## src/rtl/pipe_pkg.sv

```systemverilog
// Shared encodings for the F/D/E/M/W pipeline sequencer: Tuse/Tnew codes,
// HI/LO busy-FSM states and default redirect/latency constants.
package pipe_pkg;

  localparam logic [1:0]  TUSE_NONE           = 2'd3;
  localparam logic [1:0]  TNEW_READY          = 2'd0;
  localparam logic [31:0] EXC_VECTOR_DEFAULT  = 32'h0000_4180;
  localparam int unsigned MULT_CYCLES_DEFAULT = 32'd5;
  localparam int unsigned DIV_CYCLES_DEFAULT  = 32'd10;

  typedef enum logic [1:0] {
    MD_IDLE = 2'd0,
    MD_MULT = 2'd1,
    MD_DIV  = 2'd2
  } mdState_e;

endpackage

```

## src/rtl/md_busy_fsm.sv

```systemverilog
// Busy tracker for the multi-cycle HI/LO unit: a load-and-count-down FSM
// whose busy flag rises the cycle after a mult/div leaves E.
module md_busy_fsm
  import pipe_pkg::*;
#(
  parameter int unsigned MULT_CYCLES = MULT_CYCLES_DEFAULT,
  parameter int unsigned DIV_CYCLES  = DIV_CYCLES_DEFAULT
) (
  input  logic clk,
  input  logic reset,
  input  logic e_md_start,
  input  logic e_md_is_div,
  input  logic m_exc_req,
  output logic md_busy
);

  localparam int unsigned MAX_CYCLES = (MULT_CYCLES > DIV_CYCLES) ? MULT_CYCLES : DIV_CYCLES;
  localparam int unsigned CNT_W      = $clog2(MAX_CYCLES + 32'd1);

  mdState_e         state_r, stateNext_s;
  logic [CNT_W-1:0] cnt_r, cntNext_s;

  // State and counter registers.
  always_ff @(posedge clk or negedge reset) begin
    if (!reset) begin
      state_r <= MD_IDLE;
      cnt_r   <= '0;
    end else begin
      state_r <= stateNext_s;
      cnt_r   <= cntNext_s;
    end
  end

  // Next-state logic; a start flushed by an M-stage exception never launches.
  always_comb begin
    stateNext_s = state_r;
    cntNext_s   = cnt_r;
    case (state_r)
      MD_IDLE: begin
        if (e_md_start && !m_exc_req) begin
          if (e_md_is_div) begin
            stateNext_s = MD_DIV;
            cntNext_s   = CNT_W'(DIV_CYCLES);
          end else begin
            stateNext_s = MD_MULT;
            cntNext_s   = CNT_W'(MULT_CYCLES);
          end
        end else begin
          stateNext_s = MD_IDLE;
        end
      end
      MD_MULT, MD_DIV: begin
        if (cnt_r <= CNT_W'(1)) begin
          stateNext_s = MD_IDLE;
          cntNext_s   = '0;
        end else begin
          cntNext_s   = cnt_r - CNT_W'(1);
        end
      end
      default: begin
        stateNext_s = MD_IDLE;
        cntNext_s   = '0;
      end
    endcase
  end

  // Busy output decode.
  always_comb begin
    md_busy = (state_r != MD_IDLE);
  end

endmodule

```

## src/rtl/pipe_hazard_ctrl.sv

```systemverilog
// Hazard/flush/redirect sequencer for the 5-stage core. Optional stall
// performance counter output stall_cnt is built when STALL_PERF_CNT_EN is defined.
module pipe_hazard_ctrl
  import pipe_pkg::*;
#(
  parameter int unsigned MULT_CYCLES = MULT_CYCLES_DEFAULT,
  parameter int unsigned DIV_CYCLES  = DIV_CYCLES_DEFAULT,
  parameter logic [31:0] EXC_VECTOR  = EXC_VECTOR_DEFAULT
) (
  input  logic        clk,
  input  logic        reset,
  input  logic [4:0]  d_rs,
  input  logic [4:0]  d_rt,
  input  logic [1:0]  d_tuse_rs,
  input  logic [1:0]  d_tuse_rt,
  input  logic        d_is_md,
  input  logic        d_is_eret,
  input  logic [4:0]  e_dst,
  input  logic [4:0]  m_dst,
  input  logic        e_we,
  input  logic        m_we,
  input  logic [1:0]  e_tnew,
  input  logic [1:0]  m_tnew,
  input  logic        e_md_start,
  input  logic        e_md_is_div,
  input  logic        m_exc_req,
  input  logic [31:0] epc,
  output logic        fd_en,
  output logic        d_flush,
  output logic        e_flush,
  output logic        m_flush,
  output logic        w_flush,
  output logic        redirect_en,
  output logic [31:0] redirect_pc,
  output logic        md_busy
`ifdef STALL_PERF_CNT_EN
  ,
  output logic [31:0] stall_cnt
`endif
);

  logic rsStall_s, rtStall_s, dataStall_s, mdStall_s, stall_s;

  md_busy_fsm #(
    .MULT_CYCLES (MULT_CYCLES),
    .DIV_CYCLES  (DIV_CYCLES)
  ) uMdBusy (
    .clk         (clk),
    .reset       (reset),
    .e_md_start  (e_md_start),
    .e_md_is_div (e_md_is_div),
    .m_exc_req   (m_exc_req),
    .md_busy     (md_busy)
  );

  // Register-dependency and HI/LO stall detection; $0 and unused sources never stall.
  always_comb begin
    rsStall_s = (d_rs != 5'd0) && (d_tuse_rs != TUSE_NONE) &&
                ((e_we && (e_dst == d_rs) && (d_tuse_rs < e_tnew)) ||
                 (m_we && (m_dst == d_rs) && (d_tuse_rs < m_tnew)));
    rtStall_s = (d_rt != 5'd0) && (d_tuse_rt != TUSE_NONE) &&
                ((e_we && (e_dst == d_rt) && (d_tuse_rt < e_tnew)) ||
                 (m_we && (m_dst == d_rt) && (d_tuse_rt < m_tnew)));
    dataStall_s = rsStall_s | rtStall_s;
    mdStall_s   = d_is_md && (md_busy || e_md_start);
    stall_s     = dataStall_s | mdStall_s;
  end

  // Pipeline control: exception beats stall, stall beats eret; reset forces idle values.
  always_comb begin
    fd_en       = 1'b1;
    d_flush     = 1'b0;
    e_flush     = 1'b0;
    m_flush     = 1'b0;
    redirect_en = 1'b0;
    redirect_pc = 32'h0000_0000;
    if (!reset) begin
      fd_en = 1'b1;
    end else if (m_exc_req) begin
      d_flush     = 1'b1;
      e_flush     = 1'b1;
      m_flush     = 1'b1;
      redirect_en = 1'b1;
      redirect_pc = EXC_VECTOR;
    end else if (stall_s) begin
      fd_en   = 1'b0;
      e_flush = 1'b1;
    end else if (d_is_eret) begin
      d_flush     = 1'b1;
      redirect_en = 1'b1;
      redirect_pc = epc;
    end else begin
      fd_en = 1'b1;
    end
  end

  // The W-stage instruction always retires, even on an exception.
  assign w_flush = 1'b0;

`ifdef STALL_PERF_CNT_EN
  logic [31:0] stallCnt_r;

  // Free-running count of stall cycles, wrapping at 2^32.
  always_ff @(posedge clk or negedge reset) begin
    if (!reset) begin
      stallCnt_r <= 32'd0;
    end else if (stall_s) begin
      stallCnt_r <= stallCnt_r + 32'd1;
    end else begin
      stallCnt_r <= stallCnt_r;
    end
  end

  assign stall_cnt = stallCnt_r;
`endif

endmodule
```

## config.mk

```make
export PLATFORM = sky130hd
export DESIGN_NAME = pipe_hazard_ctrl
export DESIGN_NICKNAME = d
export VERILOG_FILES = /design/src/rtl/pipe_pkg.sv /design/src/rtl/md_busy_fsm.sv /design/src/rtl/pipe_hazard_ctrl.sv
export SDC_FILE = /design/constraint.sdc
export NUM_CORES = 1
export LEC_CHECK = 0
export BUFFER_PORTS_ARGS = -buffer_cell sky130_fd_sc_hd__buf_2
export CAP_MARGIN = 25
export CORE_ASPECT_RATIO = 2
export CORE_MARGIN = 1.5
export CORE_UTILIZATION = 37
export DETAILED_ROUTE_END_ITERATION = 10
export GPL_TIMING_DRIVEN = 0
export PLACE_DENSITY = 0.78
export SYNTH_ARGS = -nofsm -noshare
export SYNTH_HDL_FRONTEND = slang
export SYNTH_SLANG_ARGS = --single-unit
export TNS_END_PERCENT = 1
```

## constraint.sdc

```tcl
create_clock -name clk -period 2.2 [get_ports clk]
set_input_delay 0.44 -clock clk [delete_from_list [all_inputs] [get_ports clk]]
set_output_delay 0.44 -clock clk [all_outputs]
set_load 0.02 [all_outputs]
```

* Word level (Yosys, flattened, before mapping)
Index checks and enable logic that the tools add are counted.
** Cells by class
- Add/sub/neg operators :: 1
- Magnitude comparators :: 5
- Eq/ne operators :: 10
- Mux-type cells :: 24
- Bitwise logic cells :: 2
- Reductions and logical operators :: 23
** Operators with widths (count)
- 2-to-1 mux 32 bit :: 4
- == test 5 bit :: 4
- logical AND 1 bit :: 14
- 2-to-1 mux 1 bit :: 12
- 2-to-1 mux 4 bit :: 3
- nonzero test 5 bit :: 2
- less-than comparator 2 bit :: 4
- case mux 4 bit (2 select lines) :: 1
- 2-to-1 mux 2 bit :: 3
- <= comparator 4 x 1 -> 1 bit, second input constant :: 1
- != test 2 x 1 -> 1 bit, second input constant :: 2
- != test 2 bit, second input constant :: 2
- case mux 2 bit (2 select lines) :: 1
- subtractor 4 x 1 -> 4 bit, second input constant :: 1
- logical OR 1 bit :: 3
- == test 2 x 1 -> 1 bit, second input constant :: 1
- == test 2 bit, second input constant :: 1
- zero test 2 bit :: 1
- bitwise OR 1 bit :: 2
- nonzero test 2 bit :: 1
- OR reduction 2 bit :: 1
- zero test 1 bit :: 1
** Storage, ports and cells
- Flip-flop bits (word level) :: 6
- Input bits :: 69
- Output and inout bits :: 39
- Logic and storage cells :: 67

* Longest topological paths before layout
- Depth after elaboration :: 10
- Mapped depth :: 8
- Gate-level depth less buffers :: 7

* Cells and area by module
Synthesis repeated with hierarchy kept, for this count alone.
** Unflattened totals
- Cell total of the unflattened synthesis :: 177
- Area, all modules :: 1460.2 um^2
** Modules (own cells, without submodules)
- pipe_hazard_ctrl :: times used 1, cells an instance 133, area each 1034.7 um^2, seq. area each 0.0 um^2
- md_busy_fsm :: times used 1, cells an instance 44, area each 425.4 um^2, seq. area each 150.1 um^2

* Worst setup path after synthesis
Ideal clock, no wire load.
- Kind :: input to output
- Start :: input d_rt[1]
- End :: output redirect_en
- Arrival time :: 1.922 ns
- Required time :: 1.760 ns
- Path slack :: -0.162 ns
- Stages :: 5
- Path buffers :: 1
- Cells stage by stage :: or4_1 -> o21ai_2 -> o221ai_4 -> o21ai_1 -> buf_4
** Between the ends
- Word-level cells in the longest chain between the ends :: 10
- Elaborated cells between the ends (all ways) :: 15
- Those cells by class :: 2 x eq/ne; 3 x mux; 2 x bitwise; 8 x reduce/logical
** RTL lines
- from (decl) :: line pipe_hazard_ctrl.sv:13 : input logic [4:0] d_rt,
- == test 5 bit, on equally long branches :: line pipe_hazard_ctrl.sv:62, pipe_hazard_ctrl.sv:63
- logical AND 1 bit, on equally long branches (2 in a row) :: line pipe_hazard_ctrl.sv:62, pipe_hazard_ctrl.sv:63
- logical OR 1 bit :: line pipe_hazard_ctrl.sv:62 : ((e_we && (e_dst == d_rt) && (d_tuse_rt < e_tnew)) ||
- logical AND 1 bit (*) :: line pipe_hazard_ctrl.sv:61 : rtStall_s = (d_rt != 5'd0) && (d_tuse_rt != TUSE_NONE) &&
- bitwise OR 1 bit (*) :: line pipe_hazard_ctrl.sv:64 : dataStall_s = rsStall_s | rtStall_s;
- bitwise OR 1 bit (*) :: line pipe_hazard_ctrl.sv:66 : stall_s = dataStall_s | mdStall_s;
- 2-to-1 mux 1 bit (*) (3 in a row)
- to (decl) :: line pipe_hazard_ctrl.sv:33 : output logic redirect_en,
Every way passes the cells marked *; elsewhere a longest branch is shown, timed or not.

* Final worst setup path
- Start :: input d_rt[4]
- End :: output redirect_pc[14]
** Between the ends
- Word-level cells in the longest chain between the ends :: 10
- Elaborated cells between the ends (all ways) :: 15
- Those cells by class :: 2 x eq/ne; 3 x mux; 2 x bitwise; 8 x reduce/logical
** RTL lines
- == test 5 bit, on equally long branches :: line pipe_hazard_ctrl.sv:62, pipe_hazard_ctrl.sv:63
- logical AND 1 bit, on equally long branches (2 in a row) :: line pipe_hazard_ctrl.sv:62, pipe_hazard_ctrl.sv:63
- logical OR 1 bit :: line pipe_hazard_ctrl.sv:62
- logical AND 1 bit (*) :: line pipe_hazard_ctrl.sv:61
- bitwise OR 1 bit (*) :: line pipe_hazard_ctrl.sv:64
- bitwise OR 1 bit (*) :: line pipe_hazard_ctrl.sv:66
- 2-to-1 mux 32 bit (*) :: line pipe_hazard_ctrl.sv:85 : end else if (stall_s) begin
- 2-to-1 mux 32 bit (*) :: line pipe_hazard_ctrl.sv:79 : end else if (m_exc_req) begin
- 2-to-1 mux 32 bit (*) :: line pipe_hazard_ctrl.sv:77 : if (!reset) begin
- to (decl) :: line pipe_hazard_ctrl.sv:34 : output logic [31:0] redirect_pc,
Marked as above.

==> results.cfg <==
[routing]
highest_layer = met4
dr.pass1.iters = 4
drtIter0Drc = 32
vias_per_cell = 5.09
routed_wl_um = 5680
wl_per_cell_um = 16.6
wl_met2_um = 3410
drc_errors = 0
m1WireLength_um = 1850
ant_nets = 0
vias = 1742
wl_met3_um = 309

[synth]
synth_fp_nets = 255
synth_mux_area_share_pct = 0
synth_top_area_share_pct = 25.7
yosys-top-cells-count = inv_1 (40), nor4_2 (29), xor2_1 (20)
synth_area_leader_cell = nor4_2
synth_xor_area_share_pct = 12.4
synth_edf_count = 0
synth_top_family_by_area = simple AND/OR/NAND/NOR gates
synth-simple-area-share_pct = 38.2
synth_compound_area_share_pct = 15.5
synth-adder-area-share_pct = 7.09
synth_seq_area_share_pct = 10.6
ys_async_sr_fraction_pct = 100
synth_ff_type = dfrtp_1
yosysMostFrequentCell = inv_1
synth.avg_cell_area_um2 = 7.94
synth_area_leaders = nor4_2 (26%), xor2_1 (12%), dfrtp_1 (11%), inv_1 (11%), ha_1 (7.1%)
synth_area_mm2 = 0.00141
netlist_instances = 178
yosysWarnings = 0
yosys_register_bits = 6
yosysUniqueCellTypes = 26

[clock_network]
cts_root_buf = clkbuf_8
cts_buffers = 3
clkTransAtPathRegs_ps = 40
clockBufferDepth = 2
clk_latency_ps = 230
cts_tree = built
h-tree-depth = 1
clock-sinks = 6

[placed_design]
placed_area_mm2 = 0.00200
gp_congestion = 0.768
port_buffers = 105
pre_cts_slack_ps = -574
placed_cells = 332
hpwl_um = 3880

[final_layout]
fill_cells = 320
layoutNonFillerInstCount = 342
drive_above_1_share_pct = 60.1
design_area_mm2 = 0.00245
antenna_cells = 0
finalNetCount = 372
area_growth_syn_to_layout_pct = 73.3
final_util_pct = 67.1

[run_status]
status = complete, but fails checks
violations = setup timing

[die]
io_pins = 108
die_w_um = 46.7
rows = 31
die_h_um = 90.4
die_area_mm2 = 0.00422
start_util_pct = 38.7
coreArea_mm2 = 0.00365

[pwr]
p_leak_nw = 1.19
cellPowerDensity_mw_per_mm2 = 410
p_total_mw = 1.00
ir_worst_vdd_mv = 0.429

[timing]
period_minus_slack_ps = 2500
finalHoldViolations = 0
hold-worst-slack_ps = 61.8
setup_violations = 36
slew_viol_final = 0
period_share_pct = 114
worst_pin_slew_ps = 797
tns_ps = -9000
rsz0062_at_grt = true
relSlewSlack_pct = 46.9
clock_skew_ps = 1.76
setup_ws_ps = -304
max_freq_ghz = 0.399

[critical_path]
cp_slowest_cell = or4_4
cp_max_fo = 4
cp_slowest_stage_delay_ps = 550
path_buf_inv = 4
r2r-end = uMdBusy.cnt_r[3]
cp_top_family = simple AND/OR/NAND/NOR gates
cp.required_ps = 1760
crit_top_cell = buf_6
arrival_ps = 2060
rr_startpoint = uMdBusy.cnt_r[0]
start_kind = input port
path_cells = buf_8 -> or4_4 -> o21ai_4 -> o221ai_4 -> buf_6 -> buf_6 -> o31ai_4 -> buf_6
rr_worst_depth = 6
r2r_slack_ps = 310
worst_setup_path_end_kind = output pin
crit_type = in -> out

[global_routing]
grt_pass1_wl_um = 7890
overflow = 0
grt_max_degree = 11
grtUsageTotal_pct = 24.9
first_global_vias = 1800
antenna_found_initial = 0

[run]
max_cap_violations = 0

[worst_hold_path]
hold_class = in -> async
## sequential cells by signal, indices dropped and copies added, names as in the netlist
signal and count:
uMdBusy.state_r 2, uMdBusy.cnt_r 4
## cell families (layout without fill, tap and decap cells)
kind of cell	count (synthesis)	after routing
and+or+nand+nor	62	62
adders and majority gates	8	8
DFF	6	6
buffers and inverters	52	167
AOI/OAI and AO/OA	29	29
xor gates and xnor gates	20	20
other	1	1
## layout make-up
type,count,area (um2),area share [%]
Sequential cell,6,150,6.13
Timing Repair Buffer,112,739,30.2
Buffer,12,78.8,3.22
Clock buffer,3,41.3,1.69
Tap cell,49,61.3,2.51
Multi-Input combinational cell,120,1220,50.0
Inverter,40,153,6.24
## routing by layer
layer  global-route usage (%)  vias up
met5                        0        -
met4                     7.18        0
met3                     1.80       11
met2                     52.4       76
met1                     21.4      818
li1                         -      837
## layout by cell type, fill, tap and decap left out, drive strengths merged, types with 2 or more instances in the layout
master | synthesis | layout
ha | 8 | 8
nor2 | 3 | 3
dfrtp | 6 | 6
xor2 | 20 | 20
a211oi | 4 | 4
or4 | 2 | 2
clkbuf | 7 | 10
a22oi | 2 | 2
nand2 | 10 | 10
inv | 40 | 40
o21ai | 12 | 12
nor4 | 33 | 33
a22o | 2 | 2
nand2b | 12 | 12
o31ai | 6 | 6
buf | 5 | 117
## timing repair
action,in CTS,in global routing
gates resized for setup,44,46
hold buffers,0,0
cloned,2,0
pin swaps,11,6
buffers inserted,5,0
setup endpoints to repair,36,36
## power by group
part           switching, mW  total [mW]  internal, mW
combinational          0.364       0.641         0.277
clock                 0.0563       0.175         0.118
sequential            0.0383       0.186         0.148
## how the worst max path moves through the flow
| stage | start | to | cells past startpoint | slack, ps |
|---|---|---|---|---|
| floorplan | d_rt[1] | redirect_pc[14] | 4 | -130 |
| global placement | d_tuse_rs[1] | fd_en | 9 | -530 |
| detailed placement | d_tuse_rs[1] | redirect_pc[10] | 9 | -570 |
| CTS | d_rs[4] | redirect_pc[14] | 8 | -340 |
| global route | d_tuse_rs[1] | fd_en | 10 | -390 |
| finish | d_rt[4] | redirect_pc[14] | 8 | -300 |
No activity file was read; power rests on OpenSTA's default activity.
